$ cat src/rtl/ksa_serial_add64.sv
// Slice-serial adder: WIDTH-bit A+B+cin computed SLICE_W bits per cycle behind a valid/ready handshake.
// Define KSA_SERIAL_OVF_EN to add the signed-overflow output ovf.
module ksa_serial_add64 #(
  parameter int WIDTH   = 64,
  parameter int SLICE_W = 16
) (
  input  logic             clk,
  input  logic             rst,
  input  logic             in_valid,
  output logic             in_ready,
  input  logic [WIDTH-1:0] a,
  input  logic [WIDTH-1:0] b,
  input  logic             cin,
  output logic             out_valid,
  input  logic             out_ready,
  output logic [WIDTH-1:0] sum,
  output logic             cout
`ifdef KSA_SERIAL_OVF_EN
  ,
  output logic             ovf
`endif
);

  localparam int NSLICE = WIDTH / SLICE_W;
  localparam int SW     = (NSLICE > 1) ? $clog2(NSLICE) : 1;
  localparam int IW     = SW + 1;
  localparam logic [IW-1:0] LAST = IW'(NSLICE);

  typedef enum logic [1:0] {IDLE, RUN, DONE} state_t;

  state_t            state_reg, state_next;
  logic [WIDTH-1:0]  a_reg, b_reg, sum_reg;
  logic              carry_reg, cout_reg;
  logic [IW-1:0]     idx_reg;
`ifdef KSA_SERIAL_OVF_EN
  logic              ovf_reg;
`endif

  logic [SLICE_W-1:0] a_sl [NSLICE];
  logic [SLICE_W-1:0] b_sl [NSLICE];
  logic [SW-1:0]      sel;
  logic [SLICE_W:0]   slice_res;
  logic               finishing;

  generate
    for (genvar gi = 0; gi < NSLICE; gi++) begin : g_slice
      assign a_sl[gi] = a_reg[gi*SLICE_W +: SLICE_W];
      assign b_sl[gi] = b_reg[gi*SLICE_W +: SLICE_W];
    end
  endgenerate

  assign sel       = idx_reg[SW-1:0];
  assign slice_res = {1'b0, a_sl[sel]} + {1'b0, b_sl[sel]} + {{SLICE_W{1'b0}}, carry_reg};
  // The cycle after the last slice publishes cout/ovf, so all results change together.
  assign finishing = (idx_reg == LAST);

  always_comb begin
    state_next = state_reg;
    case (state_reg)
      IDLE:    if (in_valid)  state_next = RUN;
      RUN:     if (finishing) state_next = DONE;
      DONE:    if (out_ready) state_next = IDLE;
      default: state_next = IDLE;
    endcase
  end

  always_ff @(posedge clk) begin
    if (rst) begin
      state_reg <= IDLE;
      a_reg     <= '0;
      b_reg     <= '0;
      sum_reg   <= '0;
      carry_reg <= 1'b0;
      cout_reg  <= 1'b0;
      idx_reg   <= '0;
`ifdef KSA_SERIAL_OVF_EN
      ovf_reg   <= 1'b0;
`endif
    end else begin
      state_reg <= state_next;
      case (state_reg)
        IDLE: begin
          if (in_valid) begin
            a_reg     <= a;
            b_reg     <= b;
            carry_reg <= cin;
            idx_reg   <= '0;
          end
        end
        RUN: begin
          if (!finishing) begin
            sum_reg[sel*SLICE_W +: SLICE_W] <= slice_res[SLICE_W-1:0];
            carry_reg <= slice_res[SLICE_W];
            idx_reg   <= idx_reg + IW'(1);
          end else begin
            cout_reg <= carry_reg;
`ifdef KSA_SERIAL_OVF_EN
            // Carry into the MSB is recovered from the MSB's own sum bit.
            ovf_reg  <= a_reg[WIDTH-1] ^ b_reg[WIDTH-1] ^ sum_reg[WIDTH-1] ^ carry_reg;
`endif
          end
        end
        default: ;
      endcase
    end
  end

  assign in_ready  = (state_reg == IDLE);
  assign out_valid = (state_reg == DONE);
  assign sum       = sum_reg;
  assign cout      = cout_reg;
`ifdef KSA_SERIAL_OVF_EN
  assign ovf       = ovf_reg;
`endif

endmodule

$ cat config.mk
export PLATFORM = sky130hd
export DESIGN_NAME = ksa_serial_add64
export DESIGN_NICKNAME = d
export VERILOG_FILES = /design/src/rtl/ksa_serial_add64.sv
export SDC_FILE = /design/constraint.sdc
export NUM_CORES = 1
export LEC_CHECK = 0
export CORE_MARGIN = 10
export CORE_UTILIZATION = 49
export DETAILED_ROUTE_END_ITERATION = 8
export PLACE_DENSITY = 0.78
export REMOVE_ABC_BUFFERS = 1
export SLEW_MARGIN = 20
export SYNTH_ARGS = -nofsm -noshare
export SYNTH_HDL_FRONTEND = slang
export SYNTH_SLANG_ARGS = --single-unit
$ cat constraint.sdc
create_clock -name clk -period 4.39 [get_ports clk]
set_input_delay 1.0975 -clock clk [delete_from_list [all_inputs] [get_ports clk]]
set_output_delay 1.0975 -clock clk [all_outputs]
set_load 0.02 [all_outputs]
==> results.md <==
* Post-DR vias/cell at 5.55
* Crit-path cells: buf_4 > mux4_2 > ha_1 > nand2_1 > o21ai_0 > nand4_1 > o311ai_0 > a32o_1
* Combinational family with the most area after synthesis: simple AND/OR/NAND/NOR gates
* Final clock period utilization by the worst path at 0.864
* Number of library cell types mapped by synthesis at 56
* CTS Buf Count at 17
* Maximum level of the CTS H-tree at 4
* FILL cells at 1,425
* Setup TNS at 0 ps
* Share of cells above drive strength 1 at 0.0875
* Startpoint type of the worst setup path: register
* Overflow left after global routing at 0
* Slew margin rel. at 0.339
* Wirelength per Cell at about 18 um
* Met1 layer usage reported by global route at 0.248
* Capturing instance or port of the critical path: sum[28]$_SDFFE_PP0P_
* # Post-CTS Setup Buffers at 0
* Type of the worst setup path: register to register
* Worst-path maximum fanout at 19
* Launch point of the critical path: idx_reg[0]$_SDFFE_PP0P_
* Xor/xnor cell area share of the yosys netlist at 0.00811
* Relative area change from synthesis to final layout at 32.2%
* Final setup violating endpoints at 0
* Max VDD drop at 285 uV
* Capture point of the worst reg-to-reg path: sum[28]$_SDFFE_PP0P_
* Number of buffers on the longest clock path at 2
* Required @ worst endpoint at 4770 ps
* Number of enable flip-flop cells after synthesis at 0
* Async set or reset register ratio after synthesis at 0
* # diodes at 0
* Met3 global-route usage at 0.0531
* Worst-margin pin slew at 980 ps
* Buffers plus inverters on the worst setup path at 1
* Cell at the root of the clock tree: sky130_fd_sc_hd__clkbuf_16
* Arithmetic-cell share of the synthesized area counting full adders, half adders and majority gates at 0.0350
* Final Util at 0.661
* Number of logic stages on the critical path including buffering at 8
* Depth of the worst register-to-register path at 8
* GRT Max-Usage Layer: met2
* Die Y at 153 um
* Multiplexer area fraction after synthesis at 0.0857
* Nature of the critical path endpoint: register
* Final routed wirelength across all metal layers at 24,500 um
* Clock tree from TritonCTS: yes
* Gpl congestion at 0.862
* Data arrival time of the critical path at 4180 ps
* Critical-path top delay cell: sky130_fd_sc_hd__o311ai_0
* Period minus WS final at roughly 3800 ps
* Largest delay share family, worst path: compound AO/OA/AOI/OAI gates
* Final nets at approximately 1,300
* Slowest stage delay, CP at 870 ps
* Overall via count from detail_route at 7,719
* Synthesized-area fraction occupied by ao, oa, aoi and oai cells at 0.174
* Sequential element share of the synthesized area at 0.461
* Power per cell area at 368 nW/um^2
* # IOs at 200
* Source of the worst register-to-register timing path: idx_reg[0]$_SDFFE_PP0P_
* DP Wirelength at ~18,000 um
* Predominant post-synthesis flop cell: sky130_fd_sc_hd__dfxtp_1
* Overall die area at around 23,000 sq um
* Gate Count Post-Synth at 990
* Detail Route Antenna Nets at 0
* Leading area contributor after synthesis: sky130_fd_sc_hd__dfxtp_1
* Post-Route Skew at about 11 ps
* Maximum operating frequency at 264 MHz
* Top library cells by usage in the layout, fill and taps aside: sky130_fd_sc_hd__nand2_1 (279), sky130_fd_sc_hd__clkdlybuf4s50_1 (198), sky130_fd_sc_hd__dfxtp_1 (197)
* Maximum capacitance violations at 0
* Post-cts hold buffer count at 0
* Largest net degree at the start of global routing at 91
* Synth top area share at 0.461
* Clk sink count at around 200
* Average footprint of a synthesized cell at between 8 and 9 sq um
* Synthesis warning total at 0
* Starting density of the core at 0.500
* Synthesized cell area at 8640 sq um
* Met2 routing resource usage after global routing at 0.333
* DRC violations left at 0
* Max-slew violation total from the final report at 0
* Leakage power total at 4.17 nW
* Result of the run: finished clean
* Hold crit path type: register to register
* Number of gates given a new drive strength after cts at 0
* Number of synthesized register bits at 199
* First-pass DRT Iterations at 5
* Core ar. at 17,300 sq um
* Setup repair after global routing missed its margin: no
* Power, Total at 0.00421 W
* Number of global-route vias before repair at 7,665
* Input/output buffers at 199
* Post-synthesis share of cell area spent on and, or, nand and nor gates at 0.200
* Register-to-Register Setup Slack at 600 ps
* Initial drt markers at 617
* Hold violation count in the final report at 0
* GRT Overall Usage at 0.200
* Std cell rows at 48
* Clock Latency Late Sink at 440 ps
* Top post-synthesis cells by area: sky130_fd_sc_hd__dfxtp_1 (46%), sky130_fd_sc_hd__nand2_1 (12%), sky130_fd_sc_hd__mux4_2 (8.3%)
* Wire length of the first global-routing pass at 38,700 um
* Clock slew seen by the registers of the worst setup and hold paths at 70 ps
* Most common cell after layout, fill and taps aside: sky130_fd_sc_hd__nand2_1
* Antenna violations before repair at 0
* Die W at 153 um
-- kinds of logic (layout without fill, tap and decap cells) --
group | after synthesis | count (layout)
xor gates and xnor gates | 8 | 8
and+or+nand+nor | 408 | 408
DFF | 199 | 199
muxes | 34 | 34
buffers and inverters | 79 | 255
adders and majority gates | 23 | 23
AOI/OAI and AO/OA | 239 | 239
-- routing by layer --
metal | wire, um | part of all wire | vias up
li1 | - | - | 3790
met1 | 10400 | 0.43 | 3611
met2 | 11700 | 0.48 | 284
met3 | 1900 | 0.077 | 34
met4 | 442 | 0.018 | 0
met5 | 0 | 0 | -
-- worst min-delay path by stage --
stage,to,cells past startpoint,startpoint,slack (ps)
floorplan,a_reg[16]$_SDFFE_PP0P_,2,a_reg[16]$_SDFFE_PP0P_,430
global placement,a_reg[47]$_SDFFE_PP0P_,2,a_reg[47]$_SDFFE_PP0P_,440
detailed placement,b_reg[45]$_SDFFE_PP0P_,2,b_reg[45]$_SDFFE_PP0P_,450
CTS,b_reg[45]$_SDFFE_PP0P_,2,b_reg[45]$_SDFFE_PP0P_,460
global route,b_reg[39]$_SDFFE_PP0P_,2,b_reg[39]$_SDFFE_PP0P_,470
finish,b_reg[5]$_SDFFE_PP0P_,2,b_reg[5]$_SDFFE_PP0P_,450
-- Yosys cell counts (all sizes together), types with 3 or more instances --
cell     instances
a32o            12
ha              21
mux4            32
o21ai            7
inv              6
nor2b            3
clkbuf          62
or3              3
o311ai           5
nor2            62
nand3           24
o31ai            4
and3             7
a2111oi          4
dfxtp          199
nand2          280
nand4            3
a32oi            4
buf             11
nor3            10
xnor2            6
a211oi           3
o211ai           7
a21oi          143
and2             5
nand2b           3
a21o             5
a311o            5
a22oi           33
-- stage by stage --
stage / cells / hold WS [ps] / cell area [sq um] / setup slack [ps]
finish: 1391 / 454 / 11400 / 596
detailed placement: 1359 / 445 / 10800 / 634
global route: 1391 / 468 / 11400 / 300
global placement: 1359 / 439 / 10800 / 751
CTS: 1391 / 455 / 11400 / 624
floorplan: 917 / 427 / 8350 / 207
-- where the power goes --
part	internal, W	leakage [nW]	switching, W	total [W]
clock network	0.000928	0.298	0.000722	0.00165
logic	0.000282	2.25	0.000337	0.000619
registers	0.00189	1.63	0.0000509	0.00194
total	0.00310	4.17	0.00111	0.00421
-- area by class of cell --
cell class,count,area [sq um],share of cell area
multi-input cells,712,4360,0.381
well taps,225,282,0.0246
clock inverters,14,188,0.0164
inverters,6,22.5,0.00197
repair buffers,217,2150,0.188
clock buffers,18,439,0.0384
flip-flops and latches,199,3990,0.349
-- worst reg2reg max path, stage by stage, from the launching register on --
cell	delay, ps
sky130_fd_sc_hd__dfxtp_2	710
sky130_fd_sc_hd__buf_4	320
sky130_fd_sc_hd__mux4_2	510
sky130_fd_sc_hd__ha_1	430
sky130_fd_sc_hd__nand2_1	90
sky130_fd_sc_hd__o21ai_0	330
sky130_fd_sc_hd__nand4_1	250
sky130_fd_sc_hd__o311ai_0	870
sky130_fd_sc_hd__a32o_1	220
No activity file was read; power rests on OpenSTA's default activity.
